### config.mk
export PLATFORM = sky130hd
export DESIGN_NAME = prog_mem_loader
export DESIGN_NICKNAME = d
export VERILOG_FILES = /design/src/rtl/prog_mem_loader.sv
export SDC_FILE = /design/constraint.sdc
export NUM_CORES = 1
export LEC_CHECK = 0
export CAP_MARGIN = 20
export CORE_MARGIN = 5
export CORE_UTILIZATION = 60
export CTS_CLUSTER_SIZE = 25
export DETAILED_ROUTE_END_ITERATION = 6
export PLACE_DENSITY = 0.77
export SLEW_MARGIN = 30
export SYNTH_ARGS = -nofsm -noshare
export SYNTH_HDL_FRONTEND = slang
export SYNTH_SLANG_ARGS = --single-unit
### constraint.sdc
create_clock -name clk -period 7.5 [get_ports clk]
set_input_delay 1.5 -clock clk [delete_from_list [all_inputs] [get_ports clk]]
set_output_delay 1.5 -clock clk [all_outputs]
set_load 0.03 [all_outputs]
### src/rtl/prog_mem_loader.sv
// 16x8 flop program memory with a byte-stream loader that holds the CPU in reset while loading.
// Optional macro PMEM_DEFAULT_PROG_EN presets a small demo program on reset instead of all zeros.
module prog_mem_loader #(
  parameter logic [23:0] TIMEOUT = 24'd12_000_000
) (
  input  logic       clk,
  input  logic       reset,
  input  logic [3:0] adr,
  output logic [7:0] dout,
  input  logic       load_start,
  input  logic       load_valid,
  input  logic [7:0] load_data,
  output logic       load_ready,
  output logic       cpu_run,
  output logic       load_err,
  output logic       load_busy
);

  typedef enum logic {RUN, LOAD} state_t;

`ifdef PMEM_DEFAULT_PROG_EN
  // MVI 1; MOV r6,r0; LROTATE r0; JMP 1
  localparam logic [7:0] RESET_IMAGE [16] = '{8'hA1, 8'h30, 8'h78, 8'h91, default: 8'h00};
`else
  localparam logic [7:0] RESET_IMAGE [16] = '{default: 8'h00};
`endif

  state_t      state_q;
  logic [7:0]  mem_q [16];
  logic [3:0]  wptr_q;
  logic [23:0] idle_q;
  logic [23:0] idle_d;
  logic        cpu_run_q;
  logic        load_ready_q;
  logic        load_busy_q;
  logic        load_err_q;
  logic        wr_en;

  // A restart pulse wins over a byte presented in the same cycle.
  assign wr_en  = (state_q == LOAD) && load_valid && load_ready_q && !load_start;
  assign idle_d = (idle_q == 24'hFF_FFFF) ? idle_q : idle_q + 24'd1;
  assign dout   = mem_q[adr];

  assign cpu_run    = cpu_run_q;
  assign load_ready = load_ready_q;
  assign load_busy  = load_busy_q;
  assign load_err   = load_err_q;

  always_ff @(posedge clk or posedge reset) begin
    if (reset) begin
      for (int i = 0; i < 16; i++) mem_q[i] <= RESET_IMAGE[i];
    end else if (wr_en) begin
      mem_q[wptr_q] <= load_data;
    end
  end

  always_ff @(posedge clk or posedge reset) begin
    if (reset) begin
      state_q      <= RUN;
      wptr_q       <= 4'd0;
      idle_q       <= 24'd0;
      cpu_run_q    <= 1'b0;
      load_ready_q <= 1'b0;
      load_busy_q  <= 1'b0;
      load_err_q   <= 1'b0;
    end else begin
      case (state_q)
        RUN: begin
          cpu_run_q <= 1'b1;
          if (load_start) begin
            state_q      <= LOAD;
            wptr_q       <= 4'd0;
            idle_q       <= 24'd0;
            load_err_q   <= 1'b0;
            cpu_run_q    <= 1'b0;
            load_ready_q <= 1'b1;
            load_busy_q  <= 1'b1;
          end
        end
        LOAD: begin
          if (load_start) begin
            wptr_q <= 4'd0;
            idle_q <= 24'd0;
          end else if (wr_en) begin
            wptr_q <= wptr_q + 4'd1;
            idle_q <= 24'd0;
            if (wptr_q == 4'd15) begin
              state_q      <= RUN;
              cpu_run_q    <= 1'b1;
              load_ready_q <= 1'b0;
              load_busy_q  <= 1'b0;
            end
          end else if (idle_q == TIMEOUT - 24'd1) begin
            state_q      <= RUN;
            wptr_q       <= 4'd0;
            idle_q       <= 24'd0;
            load_err_q   <= 1'b1;
            cpu_run_q    <= 1'b1;
            load_ready_q <= 1'b0;
            load_busy_q  <= 1'b0;
          end else begin
            idle_q <= idle_d;
          end
        end
        default: state_q <= RUN;
      endcase
    end
  end

endmodule

# Word-level counts from Yosys, hierarchy flattened
# Index checks and enable logic that the tools add are counted.
[word_totals]
reg_bits = 160
word_cells = 90
out_inout_bits = 12
[classes]
bitwise = 3
n_reduce_logical = 10
add_sub_neg = 2
order_cmp = 3
n_mux = 39
eq_ne = 11
[ops]
columns = ["op", "n"]
rows = [
  ["$bwmux 128", 1],
  ["$mux 24", 5],
  ["$eq 24x24->1 const B", 2],
  ["$pmux 24 s2", 1],
  ["$bmux 8 s4", 1],
  ["$demux 8 s4", 1],
  ["$add 24x1->24 const B", 1],
  ["$mux 8", 3],
  ["$mux 1", 18],
  ["$mux 4", 4],
  ["$ge 5x5->1 const B", 2],
  ["$not 4->5", 2],
  ["$pmux 1 s2", 4],
  ["$pmux 4 s2", 1],
  ["$reduce_and 4->1", 2],
  ["$ne 2x2->1 const B", 3],
  ["$lt 5x1->1 const B", 1],
  ["$ne 5x4->1 const B", 1],
  ["$add 4x1->4 const B", 1],
  ["$eq 4x4->1 const B", 1],
  ["$logic_and 1x1->1", 4],
  ["$ne 4x2->1 const B", 1],
  ["$reduce_and 2->1", 2],
  ["$ne 3x1->1 const B", 1],
  ["5 further kinds", 5],
]

# Longest topological paths before layout
[logic_depth]
depth_word = 6
depth_mapped = 8
depth_no_buf = 7

# Least setup slack after synthesis
# No wires, ideal clock.
[synth_path]
path_kind = "input to output"
startpoint = "in adr[0]"
endpoint = "out dout[7]"
n_path_buf = 2
setup_slack_ps = 2891
stages = 4
required_ps = 6000
arrival_time_ps = 3109
path_cell_list = "clkbuf_1 > buf_2 > mux4_2 > mux4_2"
[synth_between]
elab_chain_cells = 4
[synth_lines]
columns = ["item", "line_no", "source"]
rows = [
  ["start, declared", "8", "input logic [3:0] adr,"],
  ["$not 4->5 (implied by the code)", "42", "assign dout = mem_q[adr];"],
  ["$bmux 8 s4", "42", ""],
  ["$mux 8 (implied by the code) (2 in series)", "42", ""],
  ["end, declared", "9", "output logic [7:0] dout,"],
]
# No other way between the ends. The select of a mux whose other input is x is not followed.

# Worst setup path in the final report
[layout_path]
startpoint = "in adr[1]"
endpoint = "out dout[5]"
# The elaborated chain is that of the path after synthesis.

==> impl_metrics.py <==
metrics = {
    "synth": {
        "post_synth.cell_area_avg_um2": 13.9,
        "synth_edf_count": 0,
        "synth_fp_nets": 585,
        "ys_seq_elements": 160,
        "netlist_instances": 560,
        "yosysWarnings": 0,
        "async_flop_share_pct": 100,
        "ys.flop_type": "dfrtp_1",
        "ys_types": 57,
        "yosysTopAreaCell": "dfrtp_1",
        "synth_top_area_share_pct": 51.6,
        "synth.area.top_cells": "dfrtp_1 (52%), mux2_2 (18%), mux4_2 (12%)",
        "synth_seq_area_share_pct": 51.6,
        "synth_area_um2": 7770,
    },
    "setup_path": {
        "crit_family": "buffers and inverters",
        "arrival_ns": 4.04,
        "cp-start-kind": "input pin",
        "endpoint_kind": "output pin",
        "crit_type": "input pin to output pin",
        "critical_path_required_ns": 6.00,
        "path_cells": "clkdlybuf4s50_1 -> buf_4 -> mux4_2 -> mux4_2 -> clkdlybuf4s50_1",
        "slowest_stage": "clkdlybuf4s50_1",
        "crit_path_max_incr_delay_ns": 0.61,
        "critPathBufInv": 3,
        "crit_fanout": 32,
    },
    "power": {
        "swShare_pct": 23.8,
        "p_per_area_nw_per_um2": 253,
        "p_int_mw": 1.68,
        "vdd.ir_drop.worst_uv": 150,
        "leakage_nw": 3.94,
        "combPwrFrac_pct": 14.9,
        "p_sw_mw": 0.523,
        "seqPwrFrac_pct": 48.3,
        "finalPower_mw": 2.20,
        "pwr-share-clk_pct": 36.8,
    },
    "grt": {
        "gr-total-overflow": 0,
        "grt_pass1_vias": 5137,
        "grt_use_total_pct": 24.5,
        "grt_pass1_wl_um": 27800,
        "antenna_found_initial": 0,
        "grt_max_degree": 82,
    },
    "die": {
        "initial_core_util_pct": 61.3,
        "die_y_um": 124,
        "fp.dieW_um": 124,
        "die-area_um2": 15300,
        "rows": 41,
        "ioPinCount": 28,
        "core_um2": 12700,
    },
    "timing": {
        "rsz0062_at_grt": "no",
        "drv_slew": 0,
        "setup-tns-final_ns": 0,
        "hold_viol": 0,
        "max_freq_mhz": 181,
        "fin_skew_ns": 0.00872,
        "setup_viol": 0,
        "layout_setup_ws_ns": 1.96,
        "whs_ns": 0.500,
        "period_share_pct": 73.8,
        "layout_min_cycle_time_ns": 5.54,
        "slew_headroom_pct": 37.3,
        "tightest_slew_ns": 0.936,
    },
    "routing": {
        "via_count": 4847,
        "via_per_inst": 6.38,
        "drc_errors": 0,
        "drt_iter0_drc": 323,
        "final_antenna_net_count": 0,
        "wl_per_cell_um": 22.2,
        "dr.pass1.iters": 6,
        "wl_um": 16900,
    },
    "place": {
        "routabilityCongestion": 0.888,
        "dp.cells": 729,
        "hpwl_um": 10800,
        "port_buffers": 27,
        "place_area_um2": 8110,
        "dp_slack_ns": 1.91,
    },
    "cts": {
        "post_cts_resized": 0,
        "post_cts_buffers": 0,
        "cts_buffer_depth": 2,
        "cts_num_sinks": 160,
        "htree_num_levels": 4,
        "insertion_delay_ns": 0.42,
        "clk_pin_slew_worst_paths_ns": 0.06,
        "ctsRootBufferMaster": "clkbuf_16",
        "numCtsBuffers": 17,
        "cts_hold_buf": 0,
        "cts_tree": "done",
    },
    "layout": {
        "final_util_pct": 68.5,
        "postLayoutCellArea_um2": 8680,
        "insertedDiodeCount": 0,
        "fillers": 908,
        "multi_input_area_um2": 3560,
        "drive_gt1_share_pct": 36.6,
        "instances_no_fill": 760,
        "regArea_um2": 4000,
        "fin_nets": 601,
        "syn_to_final_growth_pct": 11.8,
    },
    "run_status": {
        "status": "finished clean",
    },
    "job": {
        "maxCapViolations": 0,
    },
    "hold_path": {
        "hold_path.class": "register to register",
    },
}
## flip-flops by register name, indices dropped and copies added (netlist names)
register / count
state_q: 1
load_busy: 1
load_err: 1
mem_q: 128
wptr_q: 4
cpu_run: 1
idle_q: 24
## cells in the final DEF (no fill, tap or decap), types with 3 or more instances in the layout
cell	instances
clkdlybuf4s50_1	26
o21ai_0	10
a21oi_1	8
a22oi_1	3
nor2_1	19
o21ai_1	6
dfrtp_1	160
mux4_2	40
clkbuf_16	17
nor2b_1	5
nor3_1	10
nand2_1	27
mux2_2	126
clkinv_2	3
inv_1	12
nand4_1	8
o22ai_1	4
a22o_1	11
ha_1	9
and3_1	5
and2_1	4
clkbuf_8	8
o41ai_1	4
a31oi_1	3
nand3_1	11
nand2_2	4
## layout make-up
cell class,instances,share of cell area (%)
Sequential cell,160,46.1
Multi-Input combinational cell,355,41.0
Clock buffer,27,6.25
Timing Repair Buffer,29,3.30
Tap cell,172,2.48
Inverter,13,0.620
Clock inverter,4,0.259
## power groups by stage
stage	Clock [mW]	Combinational, mW	Sequential, mW
after floorplan	0	0.262	1.05
after global placement	0	0.313	1.07
after detailed placement	0	0.330	1.07
after CTS	0.821	0.332	1.06
after global routing	0.856	0.356	1.08
final	0.808	0.328	1.06
## cell families after synthesis
family | share of synthesized area (%)
flops | 51.6
mux | 30.3
buf+inv | 2.64
compound gates | 6.03
simple gates | 8.04
fa+ha+maj | 1.45
## Yosys cell counts, types with 5 or more instances
master      n
and3_1      5
nand4_1     8
clkbuf_1   18
dfrtp_1   160
o21ai_1     6
mux2_2    126
ha_1        9
buf_2       5
nor2_1     19
nor2b_1     5
inv_1      13
a22o_1     11
o21ai_0    10
nand3_1    11
a21oi_1     8
nor3_1     10
nand2_1    27
mux4_2     40
buf_4       6
## routing by layer
| layer | up-vias | track usage (%) | wire length (µm) |
|---|---|---|---|
| met5 | - | 0 | 0 |
| met4 | 0 | 10.7 | 554 |
| met3 | 36 | 6.13 | 835 |
| met2 | 141 | 40.0 | 8500 |
| met1 | 2524 | 31.0 | 7020 |
| li1 | 2146 | - | - |
## final timing paths
path                            depth (start not counted)  slack, ns          to  startpoint
worst max-delay path                                    5       1.96     dout[5]      adr[1]
worst min-delay path                                    1       0.50   mem_q[51]   mem_q[51]
worst max register to register                          6       4.82  idle_q[12]   idle_q[0]
worst min register to register                          1       0.50   mem_q[51]   mem_q[51]
max in group asynchronous                               3       4.76   mem_q[46]       reset
min in group asynchronous                               2       1.59   mem_q[95]       reset
(Power assumes the default switching activity.)
==> RTL change (same flow settings) <==
Register the output `load_err` once more, cleared by the reset; this adds one clock of latency there. The other outputs are not delayed to match.
--- a/src/rtl/prog_mem_loader.sv
+++ b/src/rtl/prog_mem_loader.sv
@@ -44,7 +44,13 @@
   assign cpu_run    = cpu_run_q;
   assign load_ready = load_ready_q;
   assign load_busy  = load_busy_q;
-  assign load_err   = load_err_q;
+  always_ff @(posedge clk or posedge reset) begin
+    if (reset) begin
+      load_err <= '0;
+    end else begin
+      load_err <= load_err_q;
+    end
+  end
 
   always_ff @(posedge clk or posedge reset) begin
     if (reset) begin
Formal check against the unedited RTL: no difference found for any inputs over 4 cycles, from zero or initial values and one cycle with reset high; that may be too few to reach the edited logic, so the function may still have changed.
==> RTL change against the unedited design <==
Wire length up 4.1%. Cell area is 0.81% higher. Utilization up 0.55 points. Synthesized area is 0.32% higher. Register-to-register slack improved by 0.02 ns. Final cell count rose by 0.39%. Worst setup slack improved by 0.027 ns. Non-clock buffer count up 2. Power increased by 2.4%. First-iteration DRC count increased by 25%. Sequential cell count up 1. Clock power increased by 3.3%. Highest routed layer unchanged.
==> RTL change: results (changes against the unedited design) <==
| Result | This run | Change |
|:---|:---|:---|
| Layout overhead on the synthesized area | 12.3% | was 11.8% |
| Met1 global-route usage | 33.2% | was 31.0% |
| Routability cong. | 0.937 | was 0.888 |
| Complex-gate fraction of the synthesized area | 6.01% | was 6.03% |
| WHS Endpoint | load_err$_DFF_PP0_ | was mem_q[51]$_DFFE_PP0P_ |
| Global-route wire length before repair | 28.5 mm | was 27.8 mm |
| R2R Setup Slk | 4.84 ns | was 4.82 ns |
| Fraction of final layout cells with drive strength greater than 1 | 37.1% | was 36.6% |
| Switching power | 0.000559 W | was 0.000523 W |
| Arithmetic-cell share of the synthesized area counting full adders, half adders and majority gates | 1.45% | about the same |
| Met2 GRT Util | 40.4% | was 40.0% |
| Leakage Power | 3.98 nW | was 3.94 nW |
| Cell types with the highest counts after synthesis | 161 x sky130_fd_sc_hd__dfrtp_1, 126 x sky130_fd_sc_hd__mux2_2, 40 x sky130_fd_sc_hd__mux4_2, 27 x sky130_fd_sc_hd__nand2_1, 19 x sky130_fd_sc_hd__nor2_1 | was 160 x sky130_fd_sc_hd__dfrtp_1, 126 x sky130_fd_sc_hd__mux2_2, 40 x sky130_fd_sc_hd__mux4_2, 27 x sky130_fd_sc_hd__nand2_1, 19 x sky130_fd_sc_hd__nor2_1 |
| Top area cells in the synthesized netlist | sky130_fd_sc_hd__dfrtp_1 52%, sky130_fd_sc_hd__mux2_2 18%, sky130_fd_sc_hd__mux4_2 12% | unchanged |
| Worst path arrival time | 4.01 ns | was 4.04 ns |
| Vias in the first global route | 5213 | was 5137 |
| Tcrit/Tclk final | 73.5% | was 73.8% |
| Layout Skew | 0.00668 ns | was 0.00872 ns |
| Number of nets produced by synthesis | 586 | was 585 |
| Outcome | complete, no violations | unchanged |
| R2R Path Start | state_q$_DFF_PP0_ | was idle_q[0]$_DFFE_PP0P_ |
| Hold path startpoint | load_err_q$_DFFE_PP0P_ | was mem_q[51]$_DFFE_PP0P_ |
| RR Endpoint | mem_q[116]$_DFFE_PP0P_ | was idle_q[12]$_DFFE_PP0P_ |
| Post-DP HPWL | 11.7 mm | was 10.8 mm |
| VDD IR-drop max | 0.185 mV | was 0.150 mV |
| Hold_ws | 0.378 ns | was 0.500 ns |
| Violation count after the first detailed-route iteration | 405 | was 323 |
| Post-route total power | 0.00225 W | was 0.00220 W |
| Syn avg cell area | 13.9 sq um | about the same |
| Pre-CTS setup slack | 1.99 ns | was 1.91 ns |
| Fraction of the yosys area taken by sequential cells | 51.7% | was 51.6% |
| Number of nets in the final layout | 604 | was 601 |
| Number of optimization iterations in the first detailed-route pass | 5 | was 6 |
| Pin count of the biggest net entering global routing | 98 | was 82 |
| Placed Cells incl. Taps | 731 | was 729 |
| Number of filler cells placed in the layout | 881 | was 908 |
| Number of cells traversed by the worst hold path | 0 | was 1 |
==> RTL change: changes by cell type in the layout (fill, tap and decap cells not counted), sizes merged <==
cell / before / now
buf: 3 / 5
bufinv: 0 / 2
clkbuf: 27 / 19
clkinv: 3 / 9
dfrtp: 160 / 161
==> RTL change: layout make-up <==
cell class,count,share of cell area (%)
Tap cell,172,2.46
Multi-Input combinational cell,355,40.6
Inverter,13,0.615
Timing Repair Buffer,31,3.75
Sequential cell,161,46.0
Clock inverter,12,1.33
Clock buffer,19,5.18
==> RTL change: logic make-up after synthesis <==
| family | Yosys count |
|---|---|
| multiplexers | 169 |
| flip-flops | 161 |
| AND/OR/NAND/NOR | 111 |
| AO/OA/AOI/OAI | 66 |
| buffers and inverters | 45 |
| adder cells (fa/ha/maj) | 9 |
==> RTL change: layer usage <==
metal / part of all wire (%) / vias to the layer above
met1: 43 / 2609
met2: 50 / 144
met5: 0 / -
met3: 5.1 / 28
met4: 2.3 / 0
li1: - / 2150
